===== src/rtl/pos_update_ctrl_pkg.sv =====
// Shared types, screen limits and clamp helpers for the position update path.
// Also reused by the draw modules for their screen limits.
package pos_update_ctrl_pkg;

    localparam logic [9:0]  TANK_X_MAX   = 10'd736;
    localparam logic [9:0]  TANK_Y_MAX   = 10'd536;
    localparam logic [11:0] MOUSE_X_MAX  = 12'd799;
    localparam logic [11:0] MOUSE_Y_MAX  = 12'd599;
    localparam logic [9:0]  TANK_X_INIT  = 10'd368;
    localparam logic [9:0]  TANK_Y_INIT  = 10'd268;
    localparam logic [9:0]  ENEMY_Y_INIT = 10'd32;

    typedef enum logic {IDLE = 1'b0, HOLD = 1'b1} state_t;
    typedef enum logic {SRC_LOC = 1'b0, SRC_REM = 1'b1} src_t;

    typedef struct packed {
        logic [9:0] x;
        logic [9:0] y;
    } tank_pos_t;

    typedef struct packed {
        logic [11:0] x;
        logic [11:0] y;
    } mouse_pos_t;

    function automatic logic [9:0] clamp10(input logic [9:0] v,
                                           input logic [9:0] lim);
        return (v > lim) ? lim : v;
    endfunction

    function automatic logic [11:0] clamp12(input logic [11:0] v,
                                            input logic [11:0] lim);
        return (v > lim) ? lim : v;
    endfunction

endpackage


===== src/rtl/pos_update_ctrl_rr_arb2.sv =====
// Two-way round-robin arbiter; the pointer names the source that wins
// a tie and moves past whichever source was just granted.
module rr_arb2
    import pos_update_ctrl_pkg::*;
(
    input  logic       clk,
    input  logic       rst_n,
    input  logic [1:0] req,
    input  logic       advance,
    output logic [1:0] gnt
);

    src_t ptr;

    always_comb begin
        gnt = req;
        if (&req)
            gnt = (ptr == SRC_REM) ? 2'b10 : 2'b01;
    end

    always_ff @(posedge clk or negedge rst_n) begin
        if (!rst_n)
            ptr <= SRC_LOC;
        else if (advance && |gnt)
            ptr <= gnt[0] ? SRC_REM : SRC_LOC;
    end

endmodule


===== src/rtl/pos_update_ctrl.sv =====
// Arbitrates local/remote position writers into clamped shadow banks and
// commits them to the render side once per frame at vblank start.
module pos_update_ctrl
    import pos_update_ctrl_pkg::*;
(
    input  logic        clk,
    input  logic        rst_n,
    input  logic        vblank,
    input  logic        req_loc,
    input  logic [9:0]  xpos_tank_loc,
    input  logic [9:0]  ypos_tank_loc,
    input  logic [11:0] xpos_mouse_loc,
    input  logic [11:0] ypos_mouse_loc,
    output logic        ack_loc,
    input  logic        req_rem,
    input  logic [9:0]  xpos_enemy_rem,
    input  logic [9:0]  ypos_enemy_rem,
    output logic        ack_rem,
    output logic [9:0]  xpos_tank_out,
    output logic [9:0]  ypos_tank_out,
    output logic [11:0] xpos_mouse_out,
    output logic [11:0] ypos_mouse_out,
    output logic [9:0]  xpos_enemy_out,
    output logic [9:0]  ypos_enemy_out,
    output logic        frame_tick,
    output logic [7:0]  drop_cnt
);

    state_t     state;
    src_t       src;
    logic [1:0] gnt;
    logic       vblank_q, rise;
    logic       wr_loc, wr_rem, dirty_loc, dirty_rem, drop_inc;
    tank_pos_t  sh_tank, sh_enemy, out_tank, out_enemy;
    mouse_pos_t sh_mouse, out_mouse;

    rr_arb2 u_arb (
        .clk     (clk),
        .rst_n   (rst_n),
        .req     ({req_rem, req_loc}),
        .advance (state == IDLE),
        .gnt     (gnt)
    );

    assign rise   = vblank & ~vblank_q;
    assign wr_loc = (state == IDLE) & gnt[0];
    assign wr_rem = (state == IDLE) & gnt[1];
    // A write on a commit edge does not lose data: the old shadow is committed.
    assign drop_inc = ((wr_loc & dirty_loc) | (wr_rem & dirty_rem)) & ~rise;

    always_ff @(posedge clk or negedge rst_n) begin
        if (!rst_n) begin
            state   <= IDLE;
            src     <= SRC_LOC;
            ack_loc <= 1'b0;
            ack_rem <= 1'b0;
        end else begin
            unique case (state)
                IDLE: begin
                    if (wr_loc) begin
                        ack_loc <= 1'b1;
                        src     <= SRC_LOC;
                        state   <= HOLD;
                    end else if (wr_rem) begin
                        ack_rem <= 1'b1;
                        src     <= SRC_REM;
                        state   <= HOLD;
                    end
                end
                HOLD: begin
                    if ((src == SRC_LOC) ? !req_loc : !req_rem) begin
                        ack_loc <= 1'b0;
                        ack_rem <= 1'b0;
                        state   <= IDLE;
                    end
                end
            endcase
        end
    end

    always_ff @(posedge clk or negedge rst_n) begin
        if (!rst_n) begin
            sh_tank   <= '{x: TANK_X_INIT, y: TANK_Y_INIT};
            sh_enemy  <= '{x: TANK_X_INIT, y: ENEMY_Y_INIT};
            sh_mouse  <= '0;
            dirty_loc <= 1'b0;
            dirty_rem <= 1'b0;
            drop_cnt  <= 8'd0;
        end else begin
            if (wr_loc) begin
                sh_tank.x  <= clamp10(xpos_tank_loc, TANK_X_MAX);
                sh_tank.y  <= clamp10(ypos_tank_loc, TANK_Y_MAX);
                sh_mouse.x <= clamp12(xpos_mouse_loc, MOUSE_X_MAX);
                sh_mouse.y <= clamp12(ypos_mouse_loc, MOUSE_Y_MAX);
            end
            if (wr_rem) begin
                sh_enemy.x <= clamp10(xpos_enemy_rem, TANK_X_MAX);
                sh_enemy.y <= clamp10(ypos_enemy_rem, TANK_Y_MAX);
            end
            dirty_loc <= wr_loc | (dirty_loc & ~rise);
            dirty_rem <= wr_rem | (dirty_rem & ~rise);
            if (drop_inc && drop_cnt != 8'hFF)
                drop_cnt <= drop_cnt + 8'd1;
        end
    end

    always_ff @(posedge clk or negedge rst_n) begin
        if (!rst_n) begin
            vblank_q   <= 1'b0;
            frame_tick <= 1'b0;
            out_tank   <= '{x: TANK_X_INIT, y: TANK_Y_INIT};
            out_enemy  <= '{x: TANK_X_INIT, y: ENEMY_Y_INIT};
            out_mouse  <= '0;
        end else begin
            vblank_q   <= vblank;
            frame_tick <= rise;
            if (rise) begin
                out_tank  <= sh_tank;
                out_enemy <= sh_enemy;
                out_mouse <= sh_mouse;
            end
        end
    end

    assign xpos_tank_out  = out_tank.x;
    assign ypos_tank_out  = out_tank.y;
    assign xpos_mouse_out = out_mouse.x;
    assign ypos_mouse_out = out_mouse.y;
    assign xpos_enemy_out = out_enemy.x;
    assign ypos_enemy_out = out_enemy.y;

endmodule


===== config.mk =====
export PLATFORM = sky130hd
export DESIGN_NAME = pos_update_ctrl
export DESIGN_NICKNAME = d
export VERILOG_FILES = /design/src/rtl/pos_update_ctrl_pkg.sv /design/src/rtl/pos_update_ctrl_rr_arb2.sv /design/src/rtl/pos_update_ctrl.sv
export SDC_FILE = /design/constraint.sdc
export NUM_CORES = 1
export LEC_CHECK = 0
export CORE_MARGIN = 5
export CORE_UTILIZATION = 51
export CTS_BUF_LIST = sky130_fd_sc_hd__clkbuf_8
export DETAILED_ROUTE_END_ITERATION = 7
export PLACE_DENSITY_LB_ADDON = 0.25
export SYNTH_ARGS = -nofsm -noshare
export SYNTH_HDL_FRONTEND = slang
export SYNTH_SLANG_ARGS = --single-unit

===== constraint.sdc =====
create_clock -name clk -period 2.3 [get_ports clk]
set_clock_uncertainty 0.05 [all_clocks]
set_input_delay 0.23 -clock clk [delete_from_list [all_inputs] [get_ports clk]]
set_output_delay 0.23 -clock clk [all_outputs]
set_load 0.005 [all_outputs]

== Word-level counts from Yosys, hierarchy flattened ==
Cells that the tools add are included.
Storage, ports and cells
  bits in registers: 145
  input bits: 69
  output and inout port bits: 75
  word-level logic and storage cells: 79
Operators by class
  add/subtract/negate cells: 1
  order comparisons: 6
  equal/unequal tests: 5
  multiplexer cells: 21
  bitwise logic cells: 14
  reduce and logical (&&, ||, !) cells: 10
Operators by type and width (number)
  $gt 10x10->1 const B: 4
  $mux 10: 4
  $gt 12x10->1 const B: 2
  $mux 12: 2
  $mux 1: 10
  $add 8x1->8 const B: 1
  $and 1x1->1: 8
  $ne 8x8->1 const B: 1
  $ne 2x2->1 const B: 3
  $pmux 1 s2: 3
  $reduce_and 2->1: 3
  $mux 2: 2
  $not 1->1: 3
  $or 1x1->1: 3
  $reduce_and 3->1: 1
  $logic_and 1x1->1: 2
  $logic_not 1->1: 2
  $ne 2x1->1 const B: 1
  $reduce_bool 2->1: 1
  $reduce_or 2->1: 1

== Longest topological paths before layout ==
Gate-level depths: netlist (run 1).
  depth in word-level cells: 7
  mapped depth: 7
  mapped depth without buffers: 6

== Modules after synthesis ==
A second synthesis (run 1) with hierarchy kept.
Second synthesis, totals
  cells, all modules: 449
  area, all modules: 5730.5 µm²
Modules (own cells, without submodules)
  pos_update_ctrl: instances 1, cells an instance 443, area an instance 5675.4 µm², sequential area each 3633.5 µm²
  rr_arb2: instances 1, cells an instance 6, area an instance 55.1 µm², sequential area each 25.0 µm²

== Worst setup path after synthesis (run 1) ==
No wires, ideal clock.
  path type: flip-flop to flip-flop
  start: register drop_cnt[0]
  end: register drop_cnt[1]
  setup time: 0.125 ns
  arrival: 1.469 ns
  required time: 2.125 ns
  path slack: 0.656 ns
  cell stages (with the launch flop): 6
  buffers on the path: 0
  clock period less this slack: 1.644 ns
  path through: dfrtp_1 -> ha_1 -> nand2_1 -> or3_4 -> nand3_4 -> mux2_4
Between the ends
  word-level cells in the longest chain between the ends: 2
  elaborated cells between the ends (all ways): 3
  those cells by class: add/sub (1); eq/ne (1); reduce/logical (1)
Ends and longest elaborated chain
  start, declared: RTL line pos_update_ctrl.sv:26  | output logic [7:0] drop_cnt
  start signal, assigned: RTL line pos_update_ctrl.sv:103  | drop_cnt <= drop_cnt + 8'd1;
  branches (longest 2 deep; another with $add 8x1->8)
Parallel ways; which one is timed is not known.
A chain may end at the register's enable or synchronous reset.

== Final worst setup path (run 1) ==
  start: register out_tank (netlist bit xpos_tank_out[5])
  end: output xpos_tank_out[5]
RTL lines
  start, declared: RTL line pos_update_ctrl.sv:34  | tank_pos_t sh_tank, sh_enemy, out_tank, out_enemy;
  start signal, assigned: RTL line pos_update_ctrl.sv:111  | out_tank <= '{x: TANK_X_INIT, y: TANK_Y_INIT};
  start signal, assigned: RTL line pos_update_ctrl.sv:118  | out_tank <= sh_tank;
  end, declared: RTL line pos_update_ctrl.sv:19  | output logic [9:0] xpos_tank_out,
No word-level cell between the ends.

==> metrics.cfg, run 1 <==
[floorplanning]
ios=144
start_util=0.516
dieArea_sq_um=13600
rows=39
fp.dieH_um=117
core_sq_um=11300
chipWidth_um=117

[grt]
grt.total_usage=0.198
overflow=0
grt_pass1_wl_um=20700
antenna_found_initial=0
grt_max_degree=67
grt_pass1_vias=4283

[synth]
ys.flop_type=dfrtp_1
avgSynthCellArea_sq_um=12.7
synth_edf_count=0
synthesis.nets=527
synth_async_sr_flop_share=1.00
yosys.area.top_type_share=0.521
synthCells=457
synthTopCellsByArea=dfrtp_1, mux2_2, dfstp_2
yosys_warnings=0
synth_top_cell_by_area=dfrtp_1
ys_seq_elements=145
yosysUniqueCellTypes=44
ys_seq_area_frac=0.629
synth_area_sq_um=5810

[timing]
max_slew_margin=0.607
tns_ps=0
rsz0062_at_grt=false
final_hold_viol_count=0
report.final.slew_viol_count=0
period_share=0.778
tightest_slew_ps=590
final.min_clock_period_ps=1790
fmax_ghz=0.559
finalSetupViolCount=0

[cells_and_area]
drive_gt1_frac=0.229
final_nets=682
seq_area_sq_um=3660
area_delta_synth_final_pct=34.9
final_cell_mix=clkdlybuf4s50_1, dfrtp_1, nand2_1, mux2_2
final_cells=768
final_cell_area_sq_um=7840
multi_input_area_sq_um=2010
diodes=0
final_common_cell=clkdlybuf4s50_1
n_fill_cell=819

[worst_setup_path]
required_ps=2020
start_kind=flop
cp_top_family=flip-flops
worst-setup-path-type=reg2out
cpMaxStageDelayCell=dfstp_2
arrival_ps=1510
path_buf_inv=1
cp-endpoint=xpos_tank_out[5]
crit_start=xpos_tank_out[5]$_DFFE_PN1P_
r2r_start=drop_cnt[0]$_DFFE_PN0P_
worstPathMaxFanout=2
r2r_setup_slack_ps=560
reg2reg_to=drop_cnt[1]$_DFFE_PN0P_
cp_cell_sequence=clkdlybuf4s50_1
cp.depth=1
cp-end-kind=output pin
ff2ff_path_depth=5
critPathMaxStageDelay_ps=560

[clocking]
path_clk_slew_ps=70
numCtsBuffers=17
cts.sinks=145
clockRootBuffer=clkbuf_8
tritoncts=built
insertion_delay_ps=440
clock_path_buffers=2
cts_max_level=4

[placed_design]
dp_hpwl_um=9300
port_buffers=143
dpl_cell_area_sq_um=7420
dp_cells=735
routabilityCongestion=0.810

[route]
wire_per_inst_um=16.7
first_iter_violations=176
wl_um=12900
vias=4085
route.antenna.remaining_nets=0
vias_per_cell=5.32
firstDrtPassIters=4
drc=0

[pwr]
finalPower_mw=8.70
power_density_nw_per_um2=1110
ir_worst_vdd_mv=0.748
p_leak_nw=3.36

[hold_path]
hp-class=in2reg

[run]
maxCapViolations=0

[run_status]
outcome=complete, no violations

## metal layers
| metal | track usage | share of wire |
|---|---|---|
| met5 | 0 | 0 |
| met1 | 0.262 | 0.44 |
| met2 | 0.309 | 0.49 |
| met4 | 0.0719 | 0.013 |
| met3 | 0.0627 | 0.064 |
## through the flow
step	hold WS, ps	setup slack (ps)	util
2_1_floorplan	-116	656	-
3_3_place_gp	207	319	0.658
3_5_place_dp	203	197	0.658
4_1_cts	227	481	0.696
5_1_grt	229	442	0.696
6_report	252	511	0.696
## area by class of cell
| type | count | share of cell area |
|---|---|---|
| Sequential cell | 145 | 0.466 |
| Multi-Input combinational cell | 286 | 0.256 |
| Timing Repair Buffer | 156 | 0.199 |
| Clock buffer | 24 | 0.0421 |
| Tap cell | 143 | 0.0228 |
| Clock inverter | 8 | 0.0108 |
| Inverter | 6 | 0.00287 |
## logic make-up (layout without fill, tap and decap cells)
family	after synthesis	after routing	share of synthesized area
buf+inv	26	194	0.0263
simple gates	139	139	0.119
xor+xnor	5	5	0.00753
compound gates	76	76	0.0887
mux	65	65	0.127
fa+ha+maj	1	1	0.00215
flops	145	145	0.629
## power breakdown
| group | switching [mW] | internal, mW | leakage (nW) |
|---|---|---|---|
| Sequential | 0.568 | 3.60 | 1.72 |
| Clock | 0.869 | 1.15 | 0.230 |
| Combinational | 0.916 | 1.59 | 1.41 |
## synthesized netlist by cell type, types with 4 or more instances
cell type,number
dfstp_2,24
a21oi_1,21
a22o_1,11
nand2b_1,5
mux2_2,64
nor2_1,21
dfrtp_1,121
and2_1,8
buf_4,5
nand3b_1,7
nand2_1,71
buf_2,11
inv_1,6
nand3_1,4
nor3_1,6
o21ai_0,13
o22a_1,14
## worst min path at each step
stage / start / endpoint / cells past startpoint
final: vblank / vblank_q$_DFF_PN0_ / 1
after global routing: vblank / vblank_q$_DFF_PN0_ / 1
after CTS: vblank / vblank_q$_DFF_PN0_ / 1
after detailed placement: rst_n / xpos_mouse_out[1]$_DFFE_PN0P_ / 1
after global placement: rst_n / xpos_mouse_out[1]$_DFFE_PN0P_ / 1
after floorplan: rst_n / ack_loc$_DFFE_PN0P_ / 0
## state kept, by name, indices dropped and copies added, names as in the netlist, 8 cells and up
signal,count
sh_mouse,24
sh_tank,20
drop_cnt,8
ypos_tank_out,10
ypos_enemy_out,10
xpos_enemy_out,10
xpos_tank_out,10
sh_enemy,20
xpos_mouse_out,12
ypos_mouse_out,12
## what timing repair did
action	CTS	global route
setup buffers	0	0
resized for setup	0	0
hold buffers	1	0
endpoints found under the hold margin	52	0
Power figures use the tool's default switching activity.
==> inputs of run 2 (changes only) <==
==> constraint.sdc (replaced) <==
create_clock -name clk -period 1.8 [get_ports clk]
set_clock_uncertainty 0.05 [all_clocks]
set_input_delay 0.18 -clock clk [delete_from_list [all_inputs] [get_ports clk]]
set_output_delay 0.18 -clock clk [all_outputs]
set_load 0.005 [all_outputs]
==> run 2 against run 1 <==
Compared with the run above:
- die area unchanged
- non-clock buffer count increased by 17
- final cell count increased by 2.2%
- critical endpoint is now xpos_tank_out[8]
==> metrics.cfg, run 2 (synthesis gave the netlist of run 1 again) <==
[pwr]
p_leak_nw=3.46  ; +3.1%
p_comb_frac=0.294  ; +0.006
ir_worst_vdd_mv=0.990  ; +33%
power_density_nw_per_um2=1420  ; +28%
intPower_mw=8.35  ; +32%
finalPower_mw=11.4  ; +31%
power.net_switching_mw=3.02  ; +29%
swShare=0.266  ; -0.00465
clkPwrFrac=0.240  ; +0.008
seq_power_share=0.466  ; -0.014

[floorplanning]
rows=39  ; unchanged
dieArea_sq_um=13600  ; unchanged
ios=144  ; unchanged
chipWidth_um=117  ; unchanged
fp.dieH_um=117  ; unchanged
core_sq_um=11300  ; unchanged
start_util=0.516  ; unchanged

[grt]
grt_util_met2=0.316  ; +0.00721
grt.total_usage=0.200  ; +0.00214
grt_max_degree=51  ; -24%
antenna_found_initial=0  ; unchanged
met3_usage=0.0653  ; +0.00259
grt_pass1_vias=4322  ; +0.91%
grt_pass1_wl_um=21100  ; +1.5%
globalRouteMet1Util=0.260  ; -0.00210
grt.busiest_layer=met2
overflow=0  ; unchanged

[route]
wire_per_inst_um=16.6  ; -0.67%
route.antenna.remaining_nets=0  ; unchanged
vias_per_cell=5.30  ; -0.37%
firstDrtPassIters=4  ; unchanged
first_iter_violations=190  ; +8.0%
drc=0  ; unchanged
wl_um=13100  ; +1.5%
vias=4160  ; +1.8%

[cells_and_area]
final_cell_area_sq_um=8020  ; +2.2%
n_fill_cell=819  ; unchanged
final_nets=699  ; +2.5%
final_cell_mix=clkdlybuf4s50_1, dfrtp_1, nand2_1, mux2_2, buf_4
final_common_cell=clkdlybuf4s50_1
drive_gt1_frac=0.248  ; +0.0189
final_cells=785  ; +2.2%
multi_input_area_sq_um=2010  ; unchanged
post-route-util=0.711  ; +0.0157
diodes=0  ; unchanged
seq_area_sq_um=3660  ; unchanged
largest_register_ffs=24  ; unchanged
area_delta_synth_final_pct=37.9
reg.largest.list=sh_mouse (24), sh_enemy (20), sh_tank (20)
top_register=sh_mouse

[timing]
rsz0062_at_grt=false
final.min_clock_period_ps=1720
period_share=0.955
tightest_slew_ps=489  ; -101 ps
finalSetupViolCount=0  ; unchanged
tns_ps=0  ; unchanged
final_hold_viol_count=0  ; unchanged
max_slew_margin=0.670  ; +0.0635
report.final.slew_viol_count=0  ; unchanged
fmax_ghz=0.582

[placed_design]
dpl_cell_area_sq_um=7550  ; +1.9%
port_buffers=143  ; unchanged
dp_cells=750  ; +2.0%
dp_hpwl_um=9450  ; +1.7%
routabilityCongestion=0.835  ; +3.1%

[worst_setup_path]
cp-end-kind=output pin
required_ps=1570  ; -450 ps
arrival_ps=1490  ; -20 ps
worstPathMaxFanout=2  ; unchanged
path_buf_inv=1  ; unchanged
cp_cell_sequence=clkdlybuf4s50_1
start_kind=flop
worst-setup-path-type=reg2out
r2r_setup_slack_ps=90  ; -470 ps
cpMaxStageDelayCell=dfstp_2
cp_top_family=flip-flops
critPathMaxStageDelay_ps=550  ; about the same

[clocking]
post_cts_resized=0  ; unchanged
insertion_delay_ps=430  ; about the same
cts_max_level=4  ; unchanged
clock_path_buffers=2  ; unchanged
numCtsBuffers=17  ; unchanged
path_clk_slew_ps=80  ; about the same
tritoncts=built
clockRootBuffer=clkbuf_8
cts.sinks=145  ; unchanged

[run]
maxCapViolations=0  ; unchanged

[run_status]
outcome=complete, no violations

[hold_path]
hp-class=in2async

[run 2: changes by cell type in the layout (fill, tap and decap cells not counted)]
cell	before	now
buf_12	2	4
clkinv_2	2	0
buf_4	10	25
bufinv_16	2	3
inv_1	10	11
[run 2: timing repair]
action / in CTS / in global routing
hold buffers: 1 / 0
setup buffers: 0 / 2
hold endpoints to repair: 43 / 0
setup endpoints to repair: 0 / 1
[run 2: final timing paths]
check	startpoint	endpoint	depth (start not counted)
setup / recovery	xpos_tank_out[8]$_DFFE_PN1P_	xpos_tank_out[8]	1
hold / removal	rst_n	xpos_mouse_out[4]$_DFFE_PN0P_	2
setup reg to reg	drop_cnt[1]$_DFFE_PN0P_	drop_cnt[1]$_DFFE_PN0P_	5
hold reg to reg	sh_tank[18]$_DFFE_PN1P_	sh_tank[18]$_DFFE_PN1P_	2
max in group asynchronous	rst_n	sh_mouse[7]$_DFFE_PN0P_	3
min in group clk	vblank	vblank_q$_DFF_PN0_	1
[run 2: cell type report]
type	instances	area share
clock buffer	24	0.0412
inverter	6	0.00281
sequential	145	0.456
multi-input combinational	286	0.251
clock inverter	8	0.0136
timing repair buffer	173	0.213
tap	143	0.0223
[run 2: power by group through the flow]
| stage | combinational [mW] | sequential [mW] | clock, mW |
|---|---|---|---|
| 2_1_floorplan | 1.43 | 5.22 | 0 |
| 3_3_place_gp | 3.26 | 5.29 | 0 |
| 3_5_place_dp | 3.35 | 5.36 | 0 |
| 4_1_cts | 3.37 | 5.31 | 2.80 |
| 5_1_grt | 3.67 | 5.45 | 2.93 |
| 6_report | 3.35 | 5.30 | 2.73 |
[run 2: layer usage]
metal	vias to the layer above	share of wire
li1	1941	-
met1	2078	0.43
met2	126	0.48
met3	15	0.071
met4	0	0.015
met5	-	0
[run 2: metrics by stage]
| step | setup WS [ps] | hold slack (ps) |
|---|---|---|
| global placement | 19.8 | 109 |
| global route | 6.60 | 167 |
| detailed placement | 2.70 | 107 |
| finish | 81.8 | 209 |
| floorplan | 156 | -166 |
| CTS | 37.0 | 170 |
==> inputs of run 3 (changes only) <==
--- a/config.mk
+++ b/config.mk
@@ -5,6 +5,7 @@
 export SDC_FILE = /design/constraint.sdc
 export NUM_CORES = 1
 export LEC_CHECK = 0
+export ABC_CLOCK_PERIOD_IN_PS = 1800
 export CORE_MARGIN = 5
 export CORE_UTILIZATION = 51
 export CTS_BUF_LIST = sky130_fd_sc_hd__clkbuf_8
==> results of run 3 <==
The final DEF is identical to that of run 2; final timing and power are the same.
